[src/rtl/vmon_bus_byte_fifo.sv]
// vmon_bus_byte_fifo
// Snoops bus writes to a single mailbox address, compacts the enabled byte
// lanes into an ordered byte stream and buffers them in a circular FIFO that
// drains one byte per cycle over a valid/ready handshake. Writes that do not
// fit in full are dropped whole and reported via a sticky flag and counter.
//
// Ports:
//   clk          - clock, rising edge
//   reset        - asynchronous active-low reset
//   addr/data    - bus write address and data
//   byte_en      - bus byte-lane enables
//   write_en     - bus write strobe
//   out_data     - byte at the FIFO head (valid while out_valid=1)
//   out_valid    - FIFO not empty
//   out_ready    - consumer accepts out_data
//   count        - bytes currently stored
//   overflow     - sticky: a write was dropped
//   drop_cnt     - dropped write count, saturating
//   clr_overflow - clears overflow and drop_cnt
module vmon_bus_byte_fifo #(
  parameter int                    ADDR_WIDTH    = 32,
  parameter int                    DATA_WIDTH    = 32,
  parameter logic [ADDR_WIDTH-1:0] ADDR          = {ADDR_WIDTH{1'b0}},
  parameter bit                    LITTLE_ENDIAN = 1'b1,
  parameter int                    DEPTH         = 16
) (
  input  logic                      clk,
  input  logic                      reset,
  input  logic [ADDR_WIDTH-1:0]     addr,
  input  logic [DATA_WIDTH-1:0]     data,
  input  logic [DATA_WIDTH/8-1:0]   byte_en,
  input  logic                      write_en,
  output logic [7:0]                out_data,
  output logic                      out_valid,
  input  logic                      out_ready,
  output logic [$clog2(DEPTH):0]    count,
  output logic                      overflow,
  output logic [15:0]               drop_cnt,
  input  logic                      clr_overflow
);

  localparam int NB = DATA_WIDTH / 8;
  localparam int PW = $clog2(DEPTH);
  localparam int CW = PW + 1;
  localparam int NW = $clog2(NB + 1);

  logic [7:0]    mem_q [DEPTH];
  logic [PW-1:0] rd_ptr_q, rd_ptr_d;
  logic [PW-1:0] wr_ptr_q, wr_ptr_d;
  logic [CW-1:0] count_q, count_d;
  logic          overflow_q, overflow_d;
  logic [15:0]   drop_cnt_q, drop_cnt_d;

  // Lanes rearranged into take-order so compaction is endian-agnostic.
  logic [NB-1:0] be_ord_s;
  logic [7:0]    byte_ord_s [NB];
  // Sized to a power of two so the NW-bit running index never exceeds it.
  logic [7:0]    comp_s [2**NW];
  logic [NW-1:0] nk_s;
  logic [CW-1:0] n_s;
  logic [CW-1:0] free_s;
  logic          capture_s, accept_s, drop_s, pop_s;

  for (genvar g = 0; g < NB; g++) begin : g_ord
    localparam int L = LITTLE_ENDIAN ? g : (NB - 1 - g);
    assign be_ord_s[g]   = byte_en[L];
    assign byte_ord_s[g] = data[8*L +: 8];
  end

  // Compact enabled lanes into consecutive slots; nk_s ends up as popcount.
  always_comb begin
    nk_s = {NW{1'b0}};
    for (int i = 0; i < 2**NW; i++) begin
      comp_s[i] = 8'h00;
    end
    for (int i = 0; i < NB; i++) begin
      if (be_ord_s[i]) begin
        comp_s[nk_s] = byte_ord_s[i];
        nk_s         = nk_s + NW'(1);
      end else begin
        nk_s = nk_s;
      end
    end
  end

  assign n_s       = CW'(nk_s);
  // Space is judged on the registered count; a same-cycle pop does not help.
  assign free_s    = CW'(DEPTH) - count_q;
  assign capture_s = write_en && (addr == ADDR) && (byte_en != {NB{1'b0}});
  assign accept_s  = capture_s && (free_s >= n_s);
  assign drop_s    = capture_s && !accept_s;
  assign pop_s     = (count_q != {CW{1'b0}}) && out_ready;

  // Next-state for pointers, occupancy and drop reporting.
  always_comb begin
    rd_ptr_d   = rd_ptr_q;
    wr_ptr_d   = wr_ptr_q;
    overflow_d = overflow_q;
    drop_cnt_d = drop_cnt_q;
    count_d    = count_q + (accept_s ? n_s : CW'(0)) - (pop_s ? CW'(1) : CW'(0));
    if (accept_s) begin
      wr_ptr_d = wr_ptr_q + n_s[PW-1:0];
    end else begin
      wr_ptr_d = wr_ptr_q;
    end
    if (pop_s) begin
      rd_ptr_d = rd_ptr_q + PW'(1);
    end else begin
      rd_ptr_d = rd_ptr_q;
    end
    // A drop in the same cycle as a clear takes precedence.
    if (drop_s) begin
      overflow_d = 1'b1;
      if (clr_overflow) begin
        drop_cnt_d = 16'd1;
      end else if (drop_cnt_q != 16'hFFFF) begin
        drop_cnt_d = drop_cnt_q + 16'd1;
      end else begin
        drop_cnt_d = drop_cnt_q;
      end
    end else if (clr_overflow) begin
      overflow_d = 1'b0;
      drop_cnt_d = 16'd0;
    end else begin
      overflow_d = overflow_q;
      drop_cnt_d = drop_cnt_q;
    end
  end

  // Control state registers.
  always_ff @(posedge clk or negedge reset) begin
    if (!reset) begin
      rd_ptr_q   <= {PW{1'b0}};
      wr_ptr_q   <= {PW{1'b0}};
      count_q    <= {CW{1'b0}};
      overflow_q <= 1'b0;
      drop_cnt_q <= 16'd0;
    end else begin
      rd_ptr_q   <= rd_ptr_d;
      wr_ptr_q   <= wr_ptr_d;
      count_q    <= count_d;
      overflow_q <= overflow_d;
      drop_cnt_q <= drop_cnt_d;
    end
  end

  // Byte storage; left unreset because count=0 already marks it empty.
  // Writes may straddle the wrap point since the index wraps at PW bits.
  always_ff @(posedge clk) begin
    if (accept_s) begin
      for (int j = 0; j < NB; j++) begin
        if (CW'(j) < n_s) begin
          mem_q[wr_ptr_q + PW'(j)] <= comp_s[NW'(j)];
        end
      end
    end
  end

  assign out_data  = mem_q[rd_ptr_q];
  assign out_valid = (count_q != {CW{1'b0}});
  assign count     = count_q;
  assign overflow  = overflow_q;
  assign drop_cnt  = drop_cnt_q;

endmodule
[config.mk]
export PLATFORM = sky130hd
export DESIGN_NAME = vmon_bus_byte_fifo
export DESIGN_NICKNAME = d
export VERILOG_FILES = /design/src/rtl/vmon_bus_byte_fifo.sv
export SDC_FILE = /design/constraint.sdc
export NUM_CORES = 1
export LEC_CHECK = 0
export ABC_CLOCK_PERIOD_IN_PS = 11100
export CORE_AREA = 2 2 137 139
export DETAILED_ROUTE_END_ITERATION = 7
export DIE_AREA = 0 0 139 141
export DONT_BUFFER_PORTS = 1
export PLACE_DENSITY_LB_ADDON = 0.1
export SETUP_SLACK_MARGIN = 0.1
export SLEW_MARGIN = 20
export SYNTH_ARGS = -nofsm -noshare
export SYNTH_HDL_FRONTEND = slang
export SYNTH_SLANG_ARGS = --single-unit
[constraint.sdc]
create_clock -name clk -period 11.1 [get_ports clk]
set_clock_uncertainty 0.1 [all_clocks]
set_input_delay 1.11 -clock clk [delete_from_list [all_inputs] [get_ports clk]]
set_output_delay 1.11 -clock clk [all_outputs]
set_load 0.02 [all_outputs]
# Yosys cells after proc, flatten, opt, wreduce, memory -nomap -nowiden
# Memories as Yosys holds them, arrays and structs flattened.
# Cells that the tools add are included.
# Widths: inputs -> output; s select.
totals:
  reg_bits: 30
  ramBits: 128
  in_bits: 73
  out_inout_bits: 31
  word_cells: 85
  memories: 1
op_classes:
  addsub: 12
  magnitude_cmp: 11
  eq_ne: 1
  mux: 37
  n_bitwise: 3
  n_reduce_logical: 15
memory_table:
  columns: ["memory", "words", "word_bits", "read_ports", "rd_clocked_by_memory_dff", "wr", "line_no", "text"]
  rows:
  - ["mem_q", 16, 8, 1, 0, 4, "47", "logic [7:0] mem_q [DEPTH];"]
op_table:
  columns: ["cell", "n"]
  rows:
  - ["$bwmux 64", 3]
  - ["$mux 64", 3]
  - ["$demux 8 s3", 3]
  - ["$mux 16", 4]
  - ["$logic_not 32->1", 1]
  - ["$mux 8", 4]
  - ["$add 16x1->16 const B", 1]
  - ["$mux 1", 16]
  - ["$ne 16x16->1 const B", 1]
  - ["$ge 4x4->1 const B", 3]
  - ["$lt 4x1->1 const B", 3]
  - ["$mux 3", 4]
  - ["$not 3->4", 3]
  - ["$add 3x1->3 const B", 3]
  - ["$add 4x1->4 const B", 2]
  - ["$add 4x2->4 const B", 2]
  - ["$logic_and 1x1->1", 8]
  - ["$lt 1x3->1 const A", 2]
  - ["$lt 2x3->1 const A", 2]
  - ["$add 5x3->5", 1]
  - ["$ge 5x3->1", 1]
  - ["$reduce_bool 5->1", 1]
  - ["$sub 5x1->5", 1]
  - ["$sub 5x5->5 const A", 1]
  - ["other kinds (5)", 6]

# Longest topological paths before layout
logic_depth:
  depth_word: 13
  mapped_depth: 23
  depth_no_buf: 20

# Worst setup path before layout
# Ideal clock, no wire load.
synth_path:
  kind: "input -> register"
  from: "input byte_en[2]"
  to: "register count_q[4], in the netlist count[4]"
  setup_ns: 0.124
  arrival_time_ns: 6.100
  required_ns: 10.876
  slack_ns: 4.776
  path_stages: 23
  path_buffers: 4
  cell_sequence: "clkbuf_1 -> inv_1 -> fa_1 -> clkbuf_1 -> inv_1 -> ha_1 -> nand2_1 -> o31ai_1 -> inv_1 -> ha_1 -> a21oi_1 -> maj3_2 -> buf_2 -> a21oi_1 -> clkbuf_1 -> nand2_1 -> ha_1 -> inv_1 -> ha_1 -> fa_1 -> a21o_1 -> a21oi_1 -> xnor2_1"
synth_between:
  elab_chain_cells: 8
  elab_cells_between_ends: 10
  classes_between: "add/sub (3); order compare (1); mux (3); reduce/logical (3)"
synth_lines:
  columns: ["item", "line_no", "text"]
  rows:
  - ["start: declaration", "31", "input logic [DATA_WIDTH/8-1:0] byte_en,"]
  - ["$mux 3", "77", "if (be_ord_s[i]) begin"]
  - ["$add 3x1->3", "79", "nk_s = nk_s + NW'(1);"]
  - ["$mux 3", "77", null]
  - ["$ge 5x3->1", "90", "assign accept_s = capture_s && (free_s >= n_s);"]
  - ["$logic_and 1x1->1", "90", null]
  - ["$mux 3 *", "100", "count_d = count_q + (accept_s ? n_s : CW'(0)) - (pop_s ? CW'(1) : CW'(0));"]
  - ["$add 5x3->5 *", "100", null]
  - ["$sub 5x1->5 *", "100", null]
  - ["net count_d[4]", "50", "logic [CW-1:0] count_q, count_d;"]
  - ["end signal: assignment", "135", "count_q <= {CW{1'b0}};"]
  - ["end signal: assignment", "141", "count_q <= count_d;"]
  - ["end: declaration", "50", null]
# The timed path passes the listed nets; every way through them passes the cells marked *.
# A chain may end at the register's enable or synchronous reset.

==> impl_results.md <==
* CP endpoint kind: flip-flop
* Post-Syn Instances at 1215
* Rel. slew slack at 0.156
* Clock Sinks at approximately 160
* # DRC at 0
* Crit-path max FO at slightly above 40
* Data required time at the worst endpoint at 11.07 ns
* Port Buffer Count at 0
* Drt pass-1 iters at 7
* Largest family of logic cells by synthesized area: compound AO/OA/AOI/OAI gates
* Synth Area in Simple Gates at 0.0942
* Via count at 11100
* Routability cong. at 1.08
* Initial Utilization at 0.683
* Mean Syn Cell Area at 10.3 µm²
* Unrepaired setup endpoints after global routing: false
* Post-synth top area share at 0.308
* Via/cell ratio at between 8 and 9
* Crit path kind: in2reg
* Distinct cells, synth at 63
* I/O pins at 104
* Setup bufs post-CTS at 0
* Vias in the first global route at approximately 10000
* FF+latch count, synth at 158
* Final cell count without fillers at 1379
* Post-synthesis mux area share at 0.182
* Period utilisation layout at 0.545
* Synth area leaders: edfxtp_1 31%, mux2i_1 9.1%, mux4_2 7.2%
* Run status: complete, no violations
* Top FF cell, synth: edfxtp_1
* PwrDens at approximately 170 nW/µm²
* Post-route ant nets at 0
* XOR/XNOR share of the synthesized area at 0.0155
* CTS resizes at 0
* Slew Viols, Final at 0
* WP data arrival at roughly 6 ns
* Startpoint type of the worst setup path: input pin
* PnR worst setup slack at 5.05 ns
* Overall routing resource usage at 0.418
* Syn_nets at 1312
* Sequential area share after synthesis at 0.368
* Post-Syn Area at 12500 µm²
* Largest net degree at the start of global routing at 42
* Reg area at between 4000 and 5000 µm²
* Fmax at 165 MHz
* CTS root buffer: clkbuf_16
* Core ar. at ~18000 µm²
* CTS max path bufs at 2
* Final setup viols at 0
* Clk_lat worst skew at 0.46 ns
* Compound-Gate Fraction of Synth Area at 0.265
* CTS Hold Bufs at 0
* Wire per inst at ~30 µm
* DR iter-0 viols at 1964
* Max stage delay on crit path at a little under 1 ns
* CTS tree: built
* Clk slew on worst S/H paths at roughly 0.070 ns
* CP dominant cell by count: inv_1
* Lkg Pwr at 4.10 nW
* Fill count at 1331
* Yosys top cell by area: edfxtp_1
* Minimum clock period at 6.05 ns
* Leading cell type by number of instances after synthesis: a21oi_1
* Most frequent cells after synthesis: 133 x a21oi_1, 128 x edfxtp_1, 128 x o22ai_1
* Die width at 139 µm
* Multi-input logic area at 7380 µm²
* Setup TNS at 0 ns
* Fin nets at approximately 1200
* Kind of cell adding the most delay to the critical path: compound AO/OA/AOI/OAI gates
* Hold/Removal Path Class: in2async
* Slew of the pin with the lowest slew margin at 1.27 ns
* Fraction of registers with async set/reset at 0.190
* Routed Wire Length at 40.7 mm
* GR Overflow Total at 0
* Placed cell count at 1346
* Final HPWL from detailed placement at 27.5 mm
* Critical Path, Cell by Cell: inv_1 -> fa_1 -> inv_1 -> ha_1 -> nand2_1 -> o31ai_1 -> inv_1 -> ha_1 -> a21oi_1 -> maj3_2 -> buf_4 -> a21oi_2 -> buf_4 -> o211ai_1 -> o31ai_1
* First-pass GRT wire length at approximately 62 mm
* Area grow syn2layout at 4.68%
* CP max-delay cell: o31ai_1
* Worst vdd ir at 0.192 mV
* Initial antenna violation count at 1
* Max-cap violations at 0
* H-tree depth at 4
* Share of layout cells above drive strength 1 at 0.127
* Dpl ws at 4.58 ns
* Synth Area in Adders at 0.0268
* Finished Core Util at 0.715
* FP Rows at 50
* Synth Warn # at 0
* Die ar. at just under 20000 µm²
* Number of hold violations in the final report at 0
* CP bufs+invs at 5
* Cts bufs inserted at 17
* Number of flops mapped to enable cells by yosys at between 100 and 150
* Die Span Y at 141 µm
==> metal layers <==
layer,global-route usage,vias up,part of all wire
li1,-,4735,-
met3,0.112,189,0.15
met1,0.559,5213,0.36
met2,0.625,1003,0.44
met4,0.230,0,0.059
met5,0,-,0
==> state kept, by name, summed over array words and instances (netlist names) <==
register,flops
rd_ptr_q,4
overflow,1
wr_ptr_q,4
mem_q,128
count,5
drop_cnt,16
==> where the power goes <==
part           leakage [nW]  switching [mW]  internal [mW]
clock                 0.263           0.264          0.313
sequential             1.56          0.0442          0.672
combinational          2.28           0.627          0.311
==> cell usage in the layout (no fill, tap or decap), types with 8 or more instances in the layout <==
cell and n:
o21ai_2 15, a221oi_1 8, o21ai_0 27, nand2_1 75
buf_4 14, edfxtp_1 128, inv_1 31, a21oi_1 132
mux2i_1 113, a22oi_1 9, ha_1 21, mux2_4 8
and3_1 10, and2_1 24, nor2_1 24, nand4_1 10
a2111oi_0 15, dfrtp_1 29, a211o_1 10, a21o_1 18
a2111oi_4 15, nor3_1 14, xnor2_1 12, o211ai_1 19
o22ai_1 128, clkbuf_16 17, mux4_2 40, or3_1 14
nand3_1 16, nor4_1 10, a32oi_1 8, o2111ai_1 24
==> worst paths after layout <==
check,slack (ns),endpoint,from,depth (start not counted)
setup / recovery,5.05,mem_q[2][2],byte_en[0],15
hold / removal,0.24,drop_cnt[3],reset,0
setup reg to reg,6.49,mem_q[2][2],count[0],10
hold reg to reg,0.55,overflow,overflow,2
max in group asynchronous,10.56,rd_ptr_q[0],reset,0
min in group clk,0.55,overflow,overflow,2
==> worst reg2reg max path, delay by kind of cell (launching register included) <==
family | cells | cell delay, ns
compound gates | 4 | 1.88
buf+inv | 3 | 0.79
flops | 1 | 0.54
fa+ha+maj | 3 | 0.93
==> logic make-up (layout without fill, tap and decap cells) <==
| kind of cell | Yosys count | after routing |
|---|---|---|
| AO/OA/AOI/OAI | 462 | 462 |
| XOR/XNOR | 20 | 20 |
| adder cells (fa/ha/maj) | 25 | 25 |
| buffers and inverters | 149 | 78 |
| flip-flops | 158 | 158 |
| multiplexers | 172 | 172 |
| other | 0 | 1 |
| AND/OR/NAND/NOR | 229 | 229 |
==> metrics by stage <==
step	power [mW]	instance area, µm²	hold slack, ns
global route	2.30	13100	0.231
floorplan	1.42	12500	0.487
global placement	1.63	12500	0.526
detailed placement	1.65	12500	0.549
CTS	2.21	13000	0.241
finish	2.23	13100	0.240
==> final cells by class <==
class | count | share of cell area
Antenna cell | 1 | 0.000192
Clock buffer | 19 | 0.0331
Clock inverter | 13 | 0.00987
Inverter | 32 | 0.00920
Multi-Input combinational cell | 908 | 0.565
Sequential cell | 158 | 0.352
Tap cell | 234 | 0.0224
Timing Repair Buffer | 14 | 0.00805
Note: power is estimated with default switching activity, not from simulation.
==> RTL edit 1: new RTL, same flow settings <==
Change the parameter `DEPTH` from 16 to 8.
--- a/src/rtl/vmon_bus_byte_fifo.sv
+++ b/src/rtl/vmon_bus_byte_fifo.sv
@@ -24,3 +24,3 @@
   parameter bit                    LITTLE_ENDIAN = 1'b1,
-  parameter int                    DEPTH         = 16
+  parameter int                    DEPTH         = 8
 ) (
Ports: changed (resized count); port bits go from 104 to 103. The function was not compared with the original's and may differ.
==> RTL edit 1 against the original RTL <==
- worst setup slack worse by 0.14 ns
- power is 41% lower
- area after synthesis fell by 34%
- sequential cell count fell by 67
- critical path depth fell by 2
- non-clock buffer count decreased by 7
- register-to-register slack better by 0.54 ns
- routed wire length decreased by 25%
- cell area shrank 34%
- critical path type unchanged
- critical endpoint is now mem_q[3][0]
==> RTL edit 1: results (changes against the original RTL) <==
CP max FO 64 (+56%); synth top area cells edfxtp_1 (23%), dfrtp_1 (8.2%), o2111ai_1 (7.4%); Lkg Pwr 2.570 nW (-37%); Register-to-Register Path Depth 8 (-2); maxcap violations 0 (unchanged); r2r setup slk 7.03 ns (+0.54 ns); max incr delay on CP 0.91 ns (-0.06 ns); R2R Path End mem_q[3][0]; initial drt markers 1,291 (-34%); synth unique cells 61 (-3.2%); HPWL after detailed placement 22,920 um (-17%); vias in the first global route 7,311 (-30%); Via density 7.260 (-10%); sequential area share after synthesis 0.3159 (-0.05233); VDD IR max 165.1 uV (-14%); Pre-antenna DRT Iters 8 (+1); GRT Util Overall 0.3051 (-0.1129); CTS H-tree depth 3 (-1); clk_lat worst skew 0.34 ns (-0.12 ns); Routed WL 30,450 um (-25%); Async S/R FF share, synth 0.2967 (+0.1068); worst slew pin tran 1.212 ns (-0.05404 ns); max FFs per register 64 (-50%); number of diodes 0 (-1); Avg Cell Area, Syn 8.756 um2 (-15%); initial antenna violation count 0 (-1); Synth top cells by count nand2_1 (102), o21ai_0 (72), nand3_1 (69), o2111ai_1 (69), a211oi_1 (65); CP max stage cell a211oi_4; CP Data Arrival Time 6.07 ns (+0.05 ns); status complete, no violations
==> RTL edit 1: cell types whose count changed after synthesis, moves of 45 or more <==
cell / before / now
a211oi_1: 1 / 65
a21oi_1: 133 / 25
edfxtp_1: 128 / 64
mux2i_1: 113 / 1
nand3_1: 16 / 69
o2111ai_1: 24 / 69
o211ai_1: 19 / 64
o22ai_1: 128 / 2
==> RTL edit 1: power breakdown <==
part           total, W  internal, W  leakage, nW  switching, W
Clock          0.000303     0.000175        0.137      0.000128
Sequential     0.000442     0.000385        0.938     0.0000573
Combinational  0.000575     0.000192         1.49      0.000383
Total           0.00132     0.000751         2.57      0.000568
==> RTL edit 1: through the flow <==
step | power (W) | hold WS [ns] | worst slack [ns] | cell area, um2 | instances
2_1_floorplan | 0.0008853 | 0.4877 | 5.315 | 8222 | 939
3_3_place_gp | 0.001002 | 0.5311 | 4.888 | 8253 | 1099
3_5_place_dp | 0.001017 | 0.5325 | 4.584 | 8253 | 1099
4_1_cts | 0.001321 | 0.3422 | 4.948 | 8546 | 1115
5_1_grt | 0.001385 | 0.3331 | 4.557 | 8566 | 1115
6_report | 0.001319 | 0.3542 | 4.907 | 8566 | 1115
==> RTL edit 1: worst max-delay path: cells and delay by family <==
| kind | cells | cell delay (ns) |
|---|---|---|
| adders and majority gates | 2 | 1.05 |
| AOI/OAI and AO/OA | 5 | 1.95 |
| buffers and inverters | 3 | 0.99 |
| and+or+nand+nor | 3 | 0.92 |
==> RTL edit 1: logic make-up after synthesis <==
logic type / after synthesis / share of synthesized area
muxes: 26 / 0.05737
xor gates and xnor gates: 22 / 0.02344
and+or+nand+nor: 312 / 0.1814
DFF: 91 / 0.3159
buffers and inverters: 108 / 0.05265
adders and majority gates: 22 / 0.03622
AOI/OAI and AO/OA: 358 / 0.3330
==> RTL edit 1: worst min path at each step <==
stage	to	cells after the start	start	slack, ns
floorplan	rd_ptr_q[1]	2	rd_ptr_q[1]	0.49
global placement	overflow	2	overflow	0.53
detailed placement	overflow	2	overflow	0.53
CTS	overflow	0	reset	0.34
global route	drop_cnt[10]	0	reset	0.33
finish	overflow	0	reset	0.35
==> RTL edit 1: cell type report <==
type | instances | area [um2]
Clock inverter | 6 | 63.81
Fill cell | 1719 | 9702
Inverter | 27 | 101.3
Timing Repair Buffer | 7 | 52.55
Tap cell | 234 | 292.8
Multi-Input combinational cell | 740 | 5228
Sequential cell | 91 | 2599
Clock buffer | 10 | 229.0
==> RTL edit 1: per-layer routing <==
metal	wire, um	GRT usage
met5	0	0
met1	13240	0.4570
met2	13270	0.4542
met4	809	0.08878
met3	3130	0.05061
==> RTL edit 2: new RTL, same settings <==
Without the edit above. Reset style: synchronous (`reset`), changed in one clocked block. Comments in the files are not updated.
--- a/src/rtl/vmon_bus_byte_fifo.sv
+++ b/src/rtl/vmon_bus_byte_fifo.sv
@@ -130,3 +130,3 @@
   // Control state registers.
-  always_ff @(posedge clk or negedge reset) begin
+  always_ff @(posedge clk) begin
     if (!reset) begin
Behaviour: differs if reset is asserted again (counterexample within 4 cycles, from zero or initial values and one cycle with reset low); with reset held inactive, the same outputs for 4 cycles.
==> RTL edit 2 against the original RTL <==
- core utilization increased by 2.5 points
- register-to-register slack got worse by 0.33 ns
- via count increased by 3.7%
- worst setup slack improved by 0.13 ns
- power decreased by 4.3%
- cell area increased by 3.6%
- maximum frequency increased by 2.1%
- area after synthesis increased by 1.7%
- sequential share of layout area decreased by 1.7 points
- routed wire length increased by 6.9%
- synthesized cell count increased by 8.2%
- sequential cell count increased by 4
==> RTL edit 2: results (changes against the original RTL) <==
RR Startpoint count[0]; CTS buffer count 17 (unchanged); Hold Crit Depth 2; clk_lat worst skew 0.46 ns (about the same); Async S/R FF share, synth 0 (-0.1899); Synth top cells by count nor2_1 (305), mux2i_1 (129), edfxtp_1 (128); layout cells sized above 1 0.1245 (-0.002238); synth unique cells 69 (+9.5%); number of buffers added on ports 0 (unchanged); status complete, no violations; Hold Path Origin rd_ptr_q[3]; vias in the first global route 10,950 (+4.5%); GRT Util Overall 0.4433 (+0.02526); CP max stage cell a21boi_0; Filler cells 1,261 (-5.3%); Hold Crit Class register to register; clk buf depth 2 (unchanged); Placed Area 12,840 um2 (+2.9%); Vias 11,550 (+3.7%); clock slew at the register clock pins of the worst setup and hold paths 0.07 ns (about the same); post-CTS sizing 0 (unchanged); Post-synth EDFFs 128 (unchanged); r2r setup slk 6.16 ns (-0.33 ns); synth top area cells edfxtp_1 (30%), mux2i_1 (10%), nor2_1 (9.0%); HPWL after detailed placement 29,390 um (+7.0%); Biggest register mem_q; Lkg Pwr 4.204 nW (+2.5%); setup bufs post-CTS 0 (unchanged); GP Congestion 1.020 (-5.4%); R2R Path End mem_q[13][7]; Post-Route Setup TNS 0 ns (unchanged); CTS Hold Buffers Added 0 (unchanged); Register-to-Register Path Depth 9 (-1); sequential area share after synthesis 0.3564 (-0.01184); initial drt markers 1,939 (-1.3%); CP Data Arrival Time 5.93 ns (-0.09 ns); initial antenna violation count 2 (+1); Nets 1,361 (+11%); wire length of the first global-routing pass 65,270 um (+5.5%); largest net degree at the start of global routing 33 (-21%); CP max FO 19 (-54%); CTS H-tree depth 4 (unchanged); max incr delay on CP approximately 0.96 ns; Pre-antenna DRT Iters 6 (-1); hold endpoint rd_ptr_q[3]; Syn. warnings 0 (unchanged); Most used DFF post-synth edfxtp_1; VDD IR max 275.9 uV (+43%); Slew headroom 0.1878 (+0.03186); drt wl/cell 28.81 um (-2.5%); Psw 0.0008703 W (-6.9%); root buffer cell clkbuf_16
[RTL edit 2: per-stage QoR]
step | utilization | std cells | hold WS, ns | setup slack, ns
floorplan | - | 1315 | 0.3847 | 5.088
global placement | 0.7030 | 1479 | 0.4109 | 5.016
detailed placement | 0.7030 | 1479 | 0.4196 | 4.825
CTS | 0.7374 | 1511 | 0.4364 | 5.205
global route | 0.7403 | 1511 | 0.4689 | 4.958
finish | 0.7404 | 1512 | 0.4337 | 5.174
[RTL edit 2: cell type report]
| type | count | area [um2] | share of cell area |
|---|---|---|---|
| antenna | 1 | 2.502 | 0.0001850 |
| clock buffer | 18 | 450.4 | 0.03330 |
| clock inverter | 14 | 177.7 | 0.01314 |
| inverter | 25 | 93.84 | 0.006938 |
| multi-input combinational | 1038 | 7833 | 0.5791 |
| sequential | 162 | 4526 | 0.3346 |
| tap | 234 | 292.8 | 0.02165 |
| timing repair buffer | 20 | 150.1 | 0.01110 |
[RTL edit 2: logic make-up (layout without fill, tap and decap cells)]
| family | count (synthesis) | after routing | share of synthesized area |
|---|---|---|---|
| buf+inv | 115 | 77 | 0.03637 |
| other cells | 0 | 1 | 0 |
| xor+xnor | 26 | 26 | 0.01942 |
| simple gates | 540 | 540 | 0.1930 |
| fa+ha+maj | 26 | 26 | 0.02711 |
| compound gates | 274 | 274 | 0.1923 |
| mux | 172 | 172 | 0.1754 |
| flops | 162 | 162 | 0.3564 |
[RTL edit 2: critical path, delay by kind of cell]
family / cells / cell delay (ns)
AND/OR/NAND/NOR: 3 / 0.60
buffers and inverters: 2 / 0.17
AO/OA/AOI/OAI: 5 / 2.56
adder cells (fa/ha/maj): 4 / 1.47
[RTL edit 2: metal layers]
| layer | track usage | vias up | wire length (um) |
|---|---|---|---|
| met4 | 0.2759 | 4 | 3156 |
| met1 | 0.5703 | 5318 | 15240 |
| met5 | 0 | - | 66 |
| met3 | 0.1260 | 243 | 5993 |
| li1 | - | 4921 | - |
| met2 | 0.6666 | 1066 | 19100 |
[RTL edit 2: worst max-delay path by stage]
stage	startpoint	endpoint	slack [ns]	cells after the start
finish	byte_en[0]	mem_q[13][7]	5.17	14
CTS	byte_en[0]	mem_q[5][0]	5.20	15
detailed placement	byte_en[0]	mem_q[5][5]	4.83	15
global route	byte_en[0]	mem_q[15][7]	4.96	14
global placement	byte_en[0]	mem_q[5][3]	5.02	15
floorplan	byte_en[0]	mem_q[1][0]	5.09	20
[RTL edit 2: power groups by stage]
stage / clock, W / sequential (W) / combinational, W
2_1_floorplan: 0 / 0.000713 / 0.000621
3_3_place_gp: 0 / 0.000719 / 0.000764
3_5_place_dp: 0 / 0.000720 / 0.000777
4_1_cts: 0.000613 / 0.000707 / 0.000782
5_1_grt: 0.000645 / 0.000709 / 0.000855
6_report: 0.000625 / 0.000706 / 0.000805
